===== src/rtl/vwriteback_pkg.sv =====
// Shared vector package: FSM state type, default geometry and the PC address.
// Imported by vwriteback and vregfile.
package vwriteback_pkg;

  typedef enum logic {
    IDLE  = 1'b0,
    WRITE = 1'b1
  } wb_state_e;

  localparam int LANES_DEFAULT = 5;
  localparam int DW_DEFAULT    = 32;
  localparam int AW_DEFAULT    = 4;

  // Register 15 is the PC and lives outside the register file.
  localparam int PC_ADDR = 15;

  function automatic logic [3:0] clamp_count(input logic [3:0] cnt, input int lanes);
    if (int'(cnt) > lanes) begin
      return 4'(lanes);
    end
    return cnt;
  endfunction

endpackage


===== src/rtl/vwriteback.sv =====
// Vector writeback sequencer: drains one latched vector request into the register
// file, one lane per cycle. Optional macro VWRITEBACK_BOUNDS_CHECK_EN rejects spans past r14.
module vwriteback
  import vwriteback_pkg::*;
#(
  parameter int LANES = LANES_DEFAULT,
  parameter int DW    = DW_DEFAULT,
  parameter int AW    = AW_DEFAULT
) (
  input  logic                  clk,
  input  logic                  reset,
  input  logic                  in_valid,
  output logic                  in_ready,
  input  logic [AW-1:0]         base_wa,
  input  logic [3:0]            count,
  input  logic [LANES*DW-1:0]   vdata,
  output logic                  we3,
  output logic [AW-1:0]         wa3,
  output logic [DW-1:0]         wd3,
  output logic                  busy,
  output logic                  done,
  output logic                  err
);

  localparam int IW = (LANES > 1) ? $clog2(LANES) : 1;
  localparam int SW = AW + 5;
  localparam logic [AW-1:0] PC_WA = AW'(PC_ADDR);

  wb_state_e            state_reg;
  wb_state_e            state_next;
  logic [IW-1:0]        idx_reg;
  logic [3:0]           cnt_reg;
  logic [AW-1:0]        base_reg;
  logic [LANES*DW-1:0]  data_reg;
  logic                 done_reg;

  logic                 accept;
  logic                 reject;
  logic                 last_lane;
  logic [3:0]           cnt_clamped;
  logic [AW-1:0]        wa_cur;
  logic [DW-1:0]        lane_arr [LANES];

  assign accept      = (state_reg == IDLE) && in_valid;
  assign cnt_clamped = clamp_count(count, LANES);
  assign last_lane   = (4'(idx_reg) == (cnt_reg - 4'd1));

`ifdef VWRITEBACK_BOUNDS_CHECK_EN
  // base + c - 1 > 14 is the same as base + c > 15; widened so nothing wraps.
  logic [SW-1:0] span_end;
  logic          err_reg;

  assign span_end = SW'(base_wa) + SW'(cnt_clamped);
  assign reject   = (cnt_clamped != 4'd0) && (span_end > SW'(PC_ADDR));

  always_ff @(posedge clk) begin
    if (!reset) begin
      err_reg <= 1'b0;
    end else begin
      err_reg <= accept && reject;
    end
  end

  assign err = err_reg;
`else
  assign reject = 1'b0;
  assign err    = 1'b0;
`endif

  // State register
  always_ff @(posedge clk) begin
    if (!reset) begin
      state_reg <= IDLE;
    end else begin
      state_reg <= state_next;
    end
  end

  // Next-state logic
  always_comb begin
    state_next = state_reg;
    case (state_reg)
      IDLE: begin
        if (accept && (cnt_clamped != 4'd0) && !reject) begin
          state_next = WRITE;
        end
      end
      WRITE: begin
        if (last_lane) begin
          state_next = IDLE;
        end
      end
      default: state_next = IDLE;
    endcase
  end

  // Request latch, lane index and the registered completion pulse
  always_ff @(posedge clk) begin
    if (!reset) begin
      idx_reg  <= '0;
      cnt_reg  <= '0;
      base_reg <= '0;
      data_reg <= '0;
      done_reg <= 1'b0;
    end else begin
      done_reg <= 1'b0;
      case (state_reg)
        IDLE: begin
          if (accept) begin
            base_reg <= base_wa;
            cnt_reg  <= cnt_clamped;
            data_reg <= vdata;
            idx_reg  <= '0;
            done_reg <= (cnt_clamped == 4'd0);
          end
        end
        WRITE: begin
          if (last_lane) begin
            done_reg <= 1'b1;
            idx_reg  <= '0;
          end else begin
            idx_reg  <= idx_reg + IW'(1);
          end
        end
        default: begin
          idx_reg <= '0;
        end
      endcase
    end
  end

  for (genvar gi = 0; gi < LANES; gi++) begin : g_lane
    assign lane_arr[gi] = data_reg[gi*DW +: DW];
  end

  assign wa_cur = base_reg + AW'(idx_reg);

  // Output logic: a write slot aimed at the PC keeps its cycle but is not issued.
  always_comb begin
    in_ready = 1'b0;
    busy     = 1'b0;
    we3      = 1'b0;
    wa3      = '0;
    wd3      = '0;
    case (state_reg)
      IDLE: begin
        in_ready = 1'b1;
      end
      WRITE: begin
        busy = 1'b1;
        if (wa_cur != PC_WA) begin
          we3 = 1'b1;
          wa3 = wa_cur;
          wd3 = lane_arr[idx_reg];
        end
      end
      default: begin
        in_ready = 1'b0;
      end
    endcase
  end

  assign done = done_reg;

endmodule


===== config.mk =====
export PLATFORM = sky130hd
export DESIGN_NAME = vwriteback
export DESIGN_NICKNAME = d
export VERILOG_FILES = /design/src/rtl/vwriteback_pkg.sv /design/src/rtl/vwriteback.sv
export SDC_FILE = /design/constraint.sdc
export NUM_CORES = 1
export LEC_CHECK = 0
export CORE_ASPECT_RATIO = 0.7
export CORE_MARGIN = 1.5
export CORE_UTILIZATION = 50
export CTS_BUF_LIST = sky130_fd_sc_hd__clkbuf_4 sky130_fd_sc_hd__clkbuf_8 sky130_fd_sc_hd__clkbuf_16
export DETAILED_ROUTE_END_ITERATION = 16
export PLACE_DENSITY_LB_ADDON = 0.05
export SLEW_MARGIN = 5
export SYNTH_ARGS = -nofsm -noshare
export SYNTH_HDL_FRONTEND = slang
export SYNTH_SLANG_ARGS = --single-unit

===== constraint.sdc =====
create_clock -name clk -period 4.9 [get_ports clk]
set_input_delay 0.98 -clock clk [delete_from_list [all_inputs] [get_ports clk]]
set_output_delay 0.98 -clock clk [all_outputs]
set_load 0.1 [all_outputs]

==> flow_metrics.tcl <==
set metrics [dict create \
    insertion_delay_ns 0.43 \
    gp_congestion 0.764 \
    crit_path_start "idx_reg[0]" \
    synth-seq-cells 173 \
    dieArea_sq_um 16700 \
    fin_nets 1236 \
    cp-end-kind "output pin" \
    synth_top_cells_by_area "dfxtp_1, nand2_1, a21boi_0" \
    r2r-start "state_reg" \
    cts_root_buf "clkbuf_16" \
    crit_arrival_ns 3.15 \
    routedWlPerCell_microns 16.1 \
    track_usage 0.252 \
    worst_setup_path_start_kind "register" \
    layout_setup_ws_ns 0.770 \
    finalSetupViolCount 0 \
    row_count 38 \
    htree_levels 4 \
    fin_skew_ns 0.0137 \
    fmax_ghz 0.242 \
    layout_commonest_cell "nand2_1" \
    slew_viol_final 0 \
    clkSinkCount 173 \
    outcome "completed" \
    relSlewSlack 0.252 \
    timing.final.crit_share 0.843 \
    path_clk_slew_ns 0.06 \
    peakVddDrop_v 0.000183 \
    final.setup.tns_ns 0 \
    grt_pass1_vias 6510 \
    cts_setup_buffers 0 \
    utilization 0.705 \
    instances_no_fill 1272 \
    synth_area_sq_um 7970 \
    hold_path.class "reg -> reg" \
    critPathMaxFanout 23 \
    cts_resized 0 \
    synth_top_area_cell "dfxtp_1" \
    synth_top_area_frac 0.434 \
    max-clock-path-buffers 2 \
    cts_tree "built" \
    worst_slew_pin_slew_ns 1.12 \
    routed_wl_mm 20.5 \
    diodes 0 \
    syn_avg_cell_area_sq_um 8.87 \
    rsz0062_at_grt "false" \
    yosysWarningCount 0 \
    grt_pass1_wl_mm 33.1 \
    syn_nets 1076 \
    dpl.cell_count 1240 \
    largest_reg_flops 160 \
    start_util 0.513 \
    io-pin-count 212 \
    finalHoldViolCount 0 \
    numCtsBuffers 17 \
    die_height_microns 109 \
    maxCapViolations 0 \
    dieWidth_microns 154 \
    synthCells 899 \
    ant_nets 0 \
    port_buffers 210 \
    dp_hpwl_mm 13.3 \
    overflow 0 \
    drc 0 \
    fin_crit_ns 4.13 \
    yosysUniqueCellTypes 41 \
    worstHoldStart "data_reg[74]" \
    vias 6745 \
    grt_max_degree 103 \
    antenna_found_initial 0 \
    p_leak_nw 3.98 \
    vias_per_cell 5.30 \
    drive_above_1_share 0.124 \
    whs_ns 0.460 \
    firstDrtPassIters 4 \
    drt_iter0_drc 412 \
    powerDensity_nw_per_um2 324 \
    most-common-layout-cells "nand2_1, clkdlybuf4s50_1, dfxtp_1" \
    nFillCells 1255 \
    pre_cts_ws_ns 1.19 \
    ys_seq_area_frac 0.434 \
    cp.required_ns 3.92 \
    hold_buffers 0 \
    coreArea_sq_um 15500 \
    worst-setup-path-type "reg -> out" \
    area_growth_syn_to_layout_pct 37.5 \
]
-- worst max-delay path: stages (launching register included) --
cell and delay [ns]:
dfxtp_2 0.83, ha_1 0.32, fa_1 0.46, nand4b_1 0.16
mux2i_4 0.09, buf_4 0.23, nor3b_1 0.39, buf_12 0.23
-- cell type report --
| class | count | area, sq um | share of cell area |
|---|---|---|---|
| multi-input cells | 641 | 4090 | 0.373 |
| flip-flops and latches | 173 | 3470 | 0.316 |
| inverters | 5 | 18.8 | 0.00171 |
| repair buffers | 221 | 2560 | 0.234 |
| clock inverters | 12 | 105 | 0.00959 |
| clock buffers | 20 | 460 | 0.0420 |
| well taps | 200 | 250 | 0.0228 |
-- metrics by stage --
step,cell area (sq um),power [mW]
floorplan,7970,2.02
global placement,10400,2.29
detailed placement,10400,2.30
CTS,11000,3.58
global route,11000,3.70
finish,11000,3.55
-- synthesized netlist by cell type, drive strengths merged --
master	instances
o211ai	1
a21oi	2
conb	1
nand4	2
nand2	330
nor4	1
mux2i	1
a22oi	33
nor3b	4
ha	5
o21ai	2
nor4bb	1
nand2b	1
a2111oi	1
nor2b	2
nor2	4
nor4b	1
a21boi	164
fa	1
mux4	32
inv	5
nand3	2
a31o	1
a21o	1
xnor2	3
a41o	2
xor2	4
buf	47
dfxtp	173
nor3	36
and3	1
o211a	1
nand4b	1
clkbuf	33
-- cell families (layout without fill, tap and decap cells) --
logic type / Yosys count / count (layout) / synth area share
flip-flops: 173 / 173 / 0.434
AND/OR/NAND/NOR: 386 / 386 / 0.201
adder cells (fa/ha/maj): 6 / 6 / 0.0104
buffers and inverters: 85 / 258 / 0.0548
other: 1 / 1 / 0.000470
multiplexers: 33 / 33 / 0.0932
AO/OA/AOI/OAI: 208 / 208 / 0.197
XOR/XNOR: 7 / 7 / 0.00863
-- worst paths after layout --
kind | to | slack [ns] | cells past startpoint
worst min register to register | data_reg[74] | 0.46 | 2
worst max register to register | data_reg[28] | 2.41 | 4
worst min-delay path | data_reg[74] | 0.46 | 2
worst max-delay path | wa3[2] | 0.77 | 7
-- power by group --
part           internal (mW)  total, mW  leakage [nW]  switching, mW
combinational          0.327      0.699          2.29          0.373
clock                  0.694       1.28         0.267          0.589
sequential              1.50       1.57          1.42         0.0658
total                   2.52       3.55          3.98           1.03
-- metal layers --
| metal | up-vias | part of all wire | global-route usage |
|---|---|---|---|
| met3 | 16 | 0.058 | 0.0545 |
| met1 | 3174 | 0.48 | 0.359 |
| li1 | 3380 | - | - |
| met5 | - | 0 | 0 |
| met4 | 0 | 0.011 | 0.0638 |
| met2 | 175 | 0.45 | 0.393 |
No activity file was read; power rests on OpenSTA's default activity.
==> RTL edit, RTL diff (config.mk and constraints unchanged) <==
Set the package constant `DW_DEFAULT` to 16 (it was 32).
--- a/src/rtl/vwriteback_pkg.sv
+++ b/src/rtl/vwriteback_pkg.sv
@@ -8,7 +8,7 @@
   } wb_state_e;
 
   localparam int LANES_DEFAULT = 5;
-  localparam int DW_DEFAULT    = 32;
+  localparam int DW_DEFAULT    = 16;
   localparam int AW_DEFAULT    = 4;
 
   // Register 15 is the PC and lives outside the register file.
Interface: changed (resized vdata and wd3); port bits go from 212 to 116. No check against the original RTL was run, so the function may have changed too.
==> RTL edit against the original RTL <==
  * Critical path depth grew 1
  * Wire length is 44% lower
  * Sequential cell count decreased by 80
  * Synthesized area decreased by 48%
  * Sequential power decreased by 46%
  * Via count fell by 44%
  * Worst setup slack improved by 370 ps
  * First-iteration DRC count shrank 28%
  * Total power decreased by 40%
  * Final area decreased by 47%
  * Final cell count decreased by 45%
  * Critical endpoint is now wd3[2]
  * Largest cell class unchanged
==> RTL edit: results (changes against the original RTL) <==
| Metric | Value |
|---|---|
| Slew at the pin closest to its max-slew limit | `1137 ps (+15.60 ps)` |
| R2R Setup Slk | `2360 ps (-50 ps)` |
| Post-synth top cells | `nand2_1 (172), dfxtp_1 (93), a21oi_1 (86), clkbuf_1 (22), nor3_1 (17)` |
| Pleak | `2.158 nW (-46%)` |
| Worst skew pair latency | `340 ps (-90 ps)` |
| Met1 wire length | `5139 µm (-48%)` |
| Via/cell ratio | `5.458 (+2.9%)` |
| Synthesized instance count | `497 (-45%)` |
| Pre-CTS setup slack | `1503 ps (+316.3 ps)` |
| Global-route wire length before repair | `18230 µm (-45%)` |
| Placed Cells | `678 (-45%)` |
| Max reg flops | `80 (-50%)` |
| CTS Buf Count | `9 (-8)` |
| Grt met2 use | `41.72% (+2.4 points)` |
| Status | `complete, no violations` |
| Clk slew on worst S/H paths | `around 70 ps` |
| Top post-synthesis cells by area | `dfxtp_1 (45%), nand2_1 (16%), a21oi_1 (10%)` |
| DR iter-0 viols | `297 (-28%)` |
| Hold Startpoint | `data_reg[41]$_SDFFE_PN0P_` |
| Clock buffer depth | `2 (unchanged)` |
| Reg2Reg Depth | `6 (+2)` |
| I/O Buffers | `114 (-46%)` |
| GRT Overall Usage | `26.84% (+1.6 points)` |
| RR Endpoint | `data_reg[12]$_SDFFE_PN0P_` |
| Post-synthesis cell type count | `39 (-4.9%)` |
| Hold Crit Endpoint | `data_reg[41]$_SDFFE_PN0P_` |
| Post-placement cell area | `0.005483 mm² (-47%)` |
| Dpl hpwl | `8054 µm (-39%)` |
| Via Count | `3788 (-44%)` |
| Async S/R FF share, synth | `0% (unchanged)` |
| Grt met1 use | `37.04% (+1.1 points)` |
| Top sig layer | `met4` |
| Placer Congestion | `0.8918 (+17%)` |
| Vias in the first global route | `3628 (-44%)` |
| Sw power | `586.5 µW (-43%)` |
| CTS H-tree lvls | `3 (-1)` |
| Share of layout cells above drive strength 1 | `11.47% (-0.94 points)` |
| Post-DR wirelength/cell | `16.51 µm (+2.7%)` |
| Pin count of the biggest net entering global routing | `69 (-33%)` |
| Fin nets | `685 (-45%)` |
| Hold slack | `452.0 ps (-7.489 ps)` |
| Maximum VDD drop | `281.3 µV (+53%)` |
| Syn Nets | `594 (-45%)` |
| Sequential fraction of the synthesis area | `45.12% (+1.7 points)` |
| CP arrival | `2780 ps (-370 ps)` |
| WL met3 | `834 µm (-29%)` |
| Detail Route met2 WL | `5290 µm (-43%)` |
| Worst Skew | `9.433 ps (-4.268 ps)` |
| GR Layer Usage met3 | `6.718% (+1.3 points)` |
[RTL edit: critical path, cell delays in order (launching register included)]
cell and delay (ps):
dfxtp_1 310, buf_4 370, ha_1 270, fa_1 480
nand4b_1 120, mux2i_1 80, buf_4 210, nor3_1 370
buf_12 230
[RTL edit: power groups by stage]
stage          Clock, mW  Sequential [mW]  Combinational (mW)
2_1_floorplan          0            0.855               0.284
3_5_place_dp           0            0.859               0.460
6_report           0.811            0.844               0.462
3_3_place_gp           0            0.856               0.453
4_1_cts            0.821            0.844               0.463
5_1_grt            0.856            0.849               0.495
[RTL edit: final cells by class]
| type | instances | area, µm² |
|---|---|---|
| fill | 617 | 2097 |
| clock buffer | 11 | 252.7 |
| tap | 101 | 126.4 |
| sequential | 93 | 1862 |
| multi-input combinational | 357 | 2068 |
| timing repair buffer | 121 | 1404 |
| clock inverter | 5 | 106.4 |
| inverter | 6 | 22.52 |
[RTL edit: worst max path at each step]
stage                            start  endpoint  slack, ps  cells after the start
3_5_place_dp   idx_reg[0]$_SDFFE_PN0P_    wd3[2]       1500                      9
2_1_floorplan     state_reg$_SDFF_PN0_    wa3[0]       -550                      4
3_3_place_gp   idx_reg[0]$_SDFFE_PN0P_    wa3[1]       1570                      8
6_report       idx_reg[0]$_SDFFE_PN0P_    wd3[2]       1140                      8
4_1_cts        idx_reg[0]$_SDFFE_PN0P_    wd3[2]       1130                      8
5_1_grt        idx_reg[0]$_SDFFE_PN0P_    wa3[1]        960                      8
[RTL edit: kinds of logic after synthesis]
family / count (synthesis) / synth area share (%)
AO/OA/AOI/OAI: 118 / 16.46
XOR/XNOR: 5 / 1.061
adder cells (fa/ha/maj): 6 / 2.001
buffers and inverters: 47 / 5.003
flip-flops: 93 / 45.12
multiplexers: 17 / 8.975
other: 1 / 0.09088
AND/OR/NAND/NOR: 210 / 21.29
